## src/rtl/lc3b_agu_pkg.sv

```systemverilog
// Shared encodings for the LC-3b address generation unit: ADDR1/ADDR2 mux selects
// and the burst FSM state type.
package lc3b_agu_pkg;

    localparam logic ADDR1_PC    = 1'b0;
    localparam logic ADDR1_BASER = 1'b1;

    localparam logic [1:0] ADDR2_ZERO       = 2'd0;
    localparam logic [1:0] ADDR2_OFFSET6    = 2'd1;
    localparam logic [1:0] ADDR2_PCOFFSET9  = 2'd2;
    localparam logic [1:0] ADDR2_PCOFFSET11 = 2'd3;

    typedef enum logic {
        IDLE  = 1'b0,
        BURST = 1'b1
    } state_t;

endpackage

```

## src/rtl/addr_gen_ea.sv

```systemverilog
// Combinational effective-address adder: ADDR1 plus the sign-extended, optionally
// left-shifted IR offset, with the carry out of the WIDTH-bit sum.
module addr_gen_ea
    import lc3b_agu_pkg::*;
#(
    parameter int WIDTH = 16
) (
    input  logic             addr1_sel,
    input  logic [1:0]       addr2_sel,
    input  logic             lshft,
    input  logic [WIDTH-1:0] ir,
    input  logic [WIDTH-1:0] pc,
    input  logic [WIDTH-1:0] sr1,
    output logic [WIDTH-1:0] ea,
    output logic             carry
);

    logic [WIDTH-1:0] addr1;
    logic [WIDTH-1:0] offset;
    logic [WIDTH-1:0] offset_sh;
    logic [WIDTH:0]   sum;
    logic             unused_ir_hi;

    // Only the low 11 IR bits ever feed an offset.
    assign unused_ir_hi = ^ir[WIDTH-1:11];

    always_comb begin
        addr1 = (addr1_sel == ADDR1_BASER) ? sr1 : pc;
        case (addr2_sel)
            ADDR2_OFFSET6:    offset = {{(WIDTH-6){ir[5]}}, ir[5:0]};
            ADDR2_PCOFFSET9:  offset = {{(WIDTH-9){ir[8]}}, ir[8:0]};
            ADDR2_PCOFFSET11: offset = {{(WIDTH-11){ir[10]}}, ir[10:0]};
            default:          offset = '0;
        endcase
        offset_sh = lshft ? {offset[WIDTH-2:0], 1'b0} : offset;
        sum       = {1'b0, addr1} + {1'b0, offset_sh};
    end

    assign ea    = sum[WIDTH-1:0];
    assign carry = sum[WIDTH];

endmodule

```

## src/rtl/addr_gen_pipe.sv

```systemverilog
// Handshaked address generator: registers the EA on accept, then streams a burst of
// 1..MAX_BURST sequential beat addresses with last/misaligned/wrap flags.
//
//   state | meaning
//   IDLE  | no beat presented, ready for a request
//   BURST | a beat is on out_addr; cnt_q counts beats remaining after it
module addr_gen_pipe
    import lc3b_agu_pkg::*;
#(
    parameter int WIDTH     = 16,
    parameter int MAX_BURST = 4,
    parameter int CNT_W     = $clog2(MAX_BURST + 1)
) (
    input  logic             clk,
    input  logic             rst,
    input  logic             req_valid,
    output logic             req_ready,
    input  logic             addr1_sel,
    input  logic [1:0]       addr2_sel,
    input  logic             lshft,
    input  logic [CNT_W-1:0] burst_len,
    input  logic [WIDTH-1:0] ir,
    input  logic [WIDTH-1:0] pc,
    input  logic [WIDTH-1:0] sr1,
    output logic             out_valid,
    input  logic             out_ready,
    output logic [WIDTH-1:0] out_addr,
    output logic             out_last,
    output logic             out_misaligned,
    output logic             out_wrap
);

    localparam logic [CNT_W-1:0] MAX_N = CNT_W'(MAX_BURST);
    localparam logic [CNT_W-1:0] ONE   = CNT_W'(1);

    state_t           state_q, state_d;
    logic [WIDTH-1:0] ea;
    logic             ea_carry;
    logic [CNT_W-1:0] n_eff;
    logic [CNT_W-1:0] cnt_q;
    logic             stride_q;
    logic [WIDTH:0]   next_addr;
    logic             fire_last;
    logic             accept;
    logic             beat;

    addr_gen_ea #(.WIDTH(WIDTH)) u_ea (
        .addr1_sel (addr1_sel),
        .addr2_sel (addr2_sel),
        .lshft     (lshft),
        .ir        (ir),
        .pc        (pc),
        .sr1       (sr1),
        .ea        (ea),
        .carry     (ea_carry)
    );

    always_comb begin
        n_eff = burst_len;
        if (burst_len == '0)
            n_eff = ONE;
        else if (burst_len > MAX_N)
            n_eff = MAX_N;
    end

    assign out_valid = (state_q == BURST);
    assign fire_last = out_valid && out_ready && out_last;
    assign req_ready = !rst && ((state_q == IDLE) || fire_last);
    assign accept    = req_valid && req_ready;
    assign beat      = out_valid && out_ready && !out_last;

    // stride_q selects +2 (lshft request) or +1; carry into bit WIDTH marks a wrap.
    assign next_addr = {1'b0, out_addr} + {{(WIDTH-1){1'b0}}, stride_q, !stride_q};

    always_comb begin
        state_d = state_q;
        case (state_q)
            IDLE:    if (accept) state_d = BURST;
            BURST:   if (fire_last && !accept) state_d = IDLE;
            default: state_d = IDLE;
        endcase
    end

    always_ff @(posedge clk) begin
        if (rst)
            state_q <= IDLE;
        else
            state_q <= state_d;
    end

    always_ff @(posedge clk) begin
        if (rst) begin
            out_addr       <= '0;
            out_last       <= 1'b0;
            out_misaligned <= 1'b0;
            out_wrap       <= 1'b0;
            cnt_q          <= '0;
            stride_q       <= 1'b0;
        end else if (accept) begin
            out_addr       <= ea;
            out_last       <= (n_eff == ONE);
            out_misaligned <= lshft & ea[0];
            out_wrap       <= ea_carry;
            cnt_q          <= n_eff - ONE;
            stride_q       <= lshft;
        end else if (beat) begin
            out_addr       <= next_addr[WIDTH-1:0];
            out_last       <= (cnt_q == ONE);
            out_misaligned <= stride_q & next_addr[0];
            out_wrap       <= out_wrap | next_addr[WIDTH];
            cnt_q          <= cnt_q - ONE;
        end else if (fire_last) begin
            out_last       <= 1'b0;
        end
    end

endmodule

```

## config.mk

```make
export PLATFORM = sky130hd
export DESIGN_NAME = addr_gen_pipe
export DESIGN_NICKNAME = d
export VERILOG_FILES = /design/src/rtl/lc3b_agu_pkg.sv /design/src/rtl/addr_gen_ea.sv /design/src/rtl/addr_gen_pipe.sv
export SDC_FILE = /design/constraint.sdc
export NUM_CORES = 1
export LEC_CHECK = 0
export CORE_MARGIN = 1.5
export CORE_UTILIZATION = 40
export DETAILED_ROUTE_END_ITERATION = 8
export PLACE_DENSITY = 0.82
export RECOVER_POWER = 100
export SLEW_MARGIN = 20
export SYNTH_ARGS = -nofsm -noshare
export SYNTH_HDL_FRONTEND = slang
export SYNTH_SLANG_ARGS = --single-unit
```

## constraint.sdc

```tcl
create_clock -name clk -period 7 [get_ports clk]
set_input_delay 1.4 -clock clk [delete_from_list [all_inputs] [get_ports clk]]
set_output_delay 1.4 -clock clk [all_outputs]
set_load 0.01 [all_outputs]
```

# Word level (Yosys, flattened, before mapping)
# Cells that the tools add are included.
# totals
reg_bits	24
input_bits	59
word_cells	54
# op_classes
add_sub_neg	4
n_lt_le_gt_ge	1
eq_ne	5
mux	19
n_bitwise	4
reduce_logical	14
# ops
cell	count
16-bit 2-to-1 mux	4
16-bit case mux with 3 select lines	1
16-bit by 16-bit adder with 17-bit output	1
16-bit by 2-bit adder with 17-bit output	1
3-bit 2-to-1 mux	4
1-bit 2-to-1 mux	9
3-bit by 1-bit == test with 1-bit output, second input constant	2
1-bit logical AND	6
3-bit by 1-bit subtractor with 3-bit output, second input constant	2
2-bit == test, second input constant	2
1-bit zero test	4
3-bit greater-than comparator, second input constant	1
3-bit zero test	1
3-bit nonzero test	1
1-bit AND	2
2-bit by 1-bit == test with 1-bit output, second input constant	1
1-bit case mux with 2 select lines	1
2-bit nonzero test	1
1-bit logical OR	1
1-bit NOT	1
1-bit bitwise OR	1

# Logic depth before layout (Yosys ltp)
# depth
depth_word	9
mapped_depth	12

# By module
# Synthesis repeated with hierarchy kept, for this count alone.
# hier_totals
cells_unflattened	312
area_unflattened_um2	2586.2
# by_module_without_submodules
mod	n_inst	cells_each	area_each_um2	seq_area_each_um2
addr_gen_pipe	1	159	1403.8	480.5
addr_gen_ea	1	153	1182.4	0.0

# Worst setup path after synthesis
# Ideal clock, no wire load.
# synth_timing
path_type	input to register
start	in addr1_sel
end	reg out_addr[8]
setup_time_ns	0.115
t_arrival_ns	4.042
t_required_ns	6.885
path_slack_ns	2.842
cell_stages	12
cell_sequence	clkbuf_1 > buf_1 > mux2_2 > ha_1 > inv_1 > fa_1 > and2b_1 > o211ai_2 > a31oi_1 > o21a_1 > or4_1 > and3_1
# synth_between
elab_chain_cells	3
# synth_lines
element	line_no	rtl
from (decl)	addr_gen_pipe.sv:18	input logic addr1_sel,
16-bit 2-to-1 mux	addr_gen_ea.sv:28	addr1 = (addr1_sel == ADDR1_BASER) ? sr1 : pc;
16-bit by 16-bit adder with 17-bit output	addr_gen_ea.sv:36	sum = {1'b0, addr1} + {1'b0, offset_sh};
16-bit 2-to-1 mux	addr_gen_pipe.sv:99	end else if (accept) begin
to (signal assigned)	addr_gen_pipe.sv:107	out_addr <= next_addr[WIDTH-1:0];
to (decl)	addr_gen_pipe.sv:27	output logic [WIDTH-1:0] out_addr,
# Every way passes these cells.
# A chain may end at the register's enable or synchronous reset.

# Final worst setup path
# layout_timing
start	in lshft
end	reg out_wrap
# layout_between
elab_chain_cells	3
# layout_lines
element	line_no	rtl
from (decl)	addr_gen_pipe.sv:20	input logic lshft,
16-bit 2-to-1 mux	addr_gen_ea.sv:35	offset_sh = lshft ? {offset[WIDTH-2:0], 1'b0} : offset;
16-bit by 16-bit adder with 17-bit output	addr_gen_ea.sv:36	
1-bit 2-to-1 mux	addr_gen_pipe.sv:99	
to (signal assigned)	addr_gen_pipe.sv:103	out_wrap <= ea_carry;
to (signal assigned)	addr_gen_pipe.sv:110	out_wrap <= out_wrap | next_addr[WIDTH];
to (decl)	addr_gen_pipe.sv:30	output logic out_wrap
# Every way passes these cells.

==> summary.md <==
| Metric | Value |
|---|---|
| Yosys reg bits | 24 |
| WL/cell | about 14 µm |
| Final setup skew | roughly 2.3 ps |
| CP max-delay cell | dlygate4sd3_1 |
| Root Driver | clkbuf_8 |
| RSZ-0062 raised after global routing | false |
| Hold endpoint | cnt_q[1] |
| CP Class | in2reg |
| Pleak | about 1.3 nW |
| Syn Nets | 380 |
| CP arrival | 4970 ps |
| Met2 WL post-DR | roughly 2.8 mm |
| Crit path largest cell delay | between 900 and 1000 ps |
| R2r worst-path depth | 7 |
| Period utilization | 68.4% |
| Final WL | about 6.1 mm |
| Pre-CTS setup slack | 2180 ps |
| Crit. End Element | register |
| Inst Count DP | 437 |
| Sequential fraction of the synthesis area | 19.9% |
| Gr ovfl total | 0 |
| Clock Path Buffers | 2 |
| Worst hold slack | slightly below 500 ps |
| Multi-input gate area | roughly 1800 µm² |
| Clock sinks | 24 |
| Number of remaining DRC errors | 0 |
| Register area | 480 µm² |
| Diodes inserted | 0 |
| Final Hold Violating Endpoints | 0 |
| Pins Over Slew Limit | 0 |
| Synth Cell Area | 2410 µm² |
| Worst path required time | between 7000 and 8000 ps |
| Worst Hold Class | reg2reg |
| Post-CTS sizing | 0 |
| Final Critical Period | 4780 ps |
| Final Setup Violations | 0 |
| Post-Route Setup TNS | 0 ps |
| HP Start | cnt_q[1] |
| Initial core utilization | 41.0% |
| Final ANT Viol Nets | 0 |
| Worst Path Buf+Inv | 2 |
| Synth area leader | dfxtp_1 |
| Final WS setup | between 2000 and 2500 ps |
| Die Ht | 80.7 µm |
| Critical path cell sequence | dlygate4sd3_1 -> mux2_2 -> nor2b_1 -> inv_1 -> fa_1 -> and2b_1 -> o211ai_1 -> a311oi_1 -> o21ai_0 -> or4_1 -> a31oi_1 |
| Ys async rst share | 0% |
| Vias in the first global route | about 2200 |
| Hold buffers post-CTS | 0 |
| # IOs | 80 |
| Largest net degree at the start of global routing | 23 |
| CTS H-tree depth | 1 |
| M1 wire length | around 2.8 mm |
| Max cap viols | 0 |
| PwrDens | around 140 nW/µm² |
| RD Place Congestion | 0.887 |
| Worst R2R End | out_addr[4] |
| Largest delay share family, worst path | buffers and inverters |
| EDFF count, synth | 0 |
| CTS tree | built |
| Top layer in use | met4 |
| DR WL met3 | approximately 310 µm |
| Avg Inst Size Synth | 8.13 µm² |
| Iter 0 DRT Violations | approximately 120 |
| Library cells used by synthesis | 56 |
| DP HPWL | 4.81 mm |
| Via/cell ratio | around 5.5 |
| Setup bufs post-CTS | 0 |
| Die area | around 6500 µm² |
| FP Rows | 28 |
| VDD IR max | between 0.1 and 0.15 mV |
| DRT Pass-1 Iters | 4 |
| Final cell count without fillers | 440 |
| Area grow syn2layout | 33.0% |
| Total global routing track utilization | between 10% and 20% |
| First-pass GRT wire length | between 9 and 10 mm |
| Synth Warn # | 0 |
| CP max FO | 14 |
| Clock Latency Late Sink | roughly 260 ps |
| Highest Clock Rate | 209 MHz |
| Top post-synthesis cells by area | dfxtp_1, ha_1, mux2_2, xor2_1, a21oi_1 |
| Initial antenna violation count | 0 |
| Mapped Cells | 297 |
| Main synth FF type | dfxtp_1 |
| Core area | between 5000 and 6000 µm² |
| Crit start category | input port |
| Slew @ Worst Pin | about 890 ps |
| Die Wd | a little over 80 µm |
| Commonest cells post-synth | nor2_1, dfxtp_1, ha_1 |
| Post-synth top area share | between 10% and 20% |
| R2R Path Start | out_last |
| Clock-pin slew on the worst setup and hold paths | approximately 80 ps |
| Final Util | between 50% and 60% |
| Outcome | finished, final reports clean |
| Top-count cell post-synth | nor2_1 |
| Nets@finish | 450 |
| Via count | between 2000 and 2500 |
| Cells on Worst Hold Path | 2 |
| Flop-to-flop setup slack | roughly 4500 ps |
| Worst slew margin | 41.0% |
| PortBufs | 74 |
| TritonCTS buffer count | 3 |
| # fillers | 570 |
| Share of cells above drive strength 1 | 7.12% |
[per-layer routing]
metal	up-vias	GRT usage, %
met1	1101	23.8
met3	8	1.93
li1	1238	-
met5	-	0
met2	78	31.9
met4	0	4.14
[sequential cells by signal, indices dropped and copies added, names as in the netlist]
name / flops
stride_q: 1
out_valid: 1
out_misaligned: 1
out_last: 1
cnt_q: 3
out_addr: 16
out_wrap: 1
[worst min-delay path: stages, from the launching register on]
cell and delay (ps):
dfxtp_1 330, a21oi_1 60, nor2_1 70
[cell usage in the layout, fill, tap and decap left out, types with 4 or more instances in the layout]
cell	instances
a31oi_1	4
xor2_1	13
mux2i_1	7
nor2_1	28
ha_1	22
mux2_2	18
o211ai_1	4
and3_1	4
a21oi_1	22
clkdlybuf4s50_1	50
nand3_1	9
nor3_1	6
o21ai_0	20
a211oi_1	10
o22ai_1	5
dfxtp_1	24
xnor2_1	8
dlygate4sd3_1	24
inv_1	15
nand2_1	21
[area by class of cell]
| cell class | instances | share of cell area [%] |
|---|---|---|
| Sequential cell | 24 | 15.0 |
| Timing Repair Buffer | 75 | 23.2 |
| Inverter | 15 | 1.75 |
| Clock buffer | 3 | 1.29 |
| Multi-Input combinational cell | 248 | 55.9 |
| Tap cell | 75 | 2.92 |
[stage by stage]
stage          cell area (µm²)  total power [mW]
2_1_floorplan             2410             0.302
3_3_place_gp              3200             0.377
3_5_place_dp              3200             0.383
4_1_cts                   3240             0.463
5_1_grt                   3210             0.485
6_report                  3210             0.455
[where the power goes]
part           internal, mW  switching, mW  leakage (nW)  total [mW]
combinational         0.107          0.105          1.07       0.212
clock                0.0385         0.0424        0.0216      0.0808
sequential            0.149         0.0133         0.197       0.162
[how the worst max path moves through the flow]
stage | from | end | slack [ps] | depth (start not counted)
after floorplan | addr1_sel | out_addr[8] | 2840 | 12
after CTS | addr1_sel | out_wrap | 2460 | 11
final | lshft | out_wrap | 2220 | 11
after global placement | addr1_sel | out_wrap | 2270 | 11
after detailed placement | addr1_sel | out_wrap | 2180 | 11
after global routing | lshft | out_wrap | 2000 | 11
[logic make-up (layout without fill, tap and decap cells)]
family / after synthesis / in the layout / share of synthesized area (%)
AO/OA/AOI/OAI: 86 / 86 / 23.8
XOR/XNOR: 21 / 21 / 7.62
adder cells (fa/ha/maj): 24 / 24 / 13.1
buffers and inverters: 25 / 93 / 4.82
flip-flops: 24 / 24 / 19.9
multiplexers: 25 / 25 / 11.3
AND/OR/NAND/NOR: 92 / 92 / 19.4
Note: power is estimated with default switching activity, not from simulation.
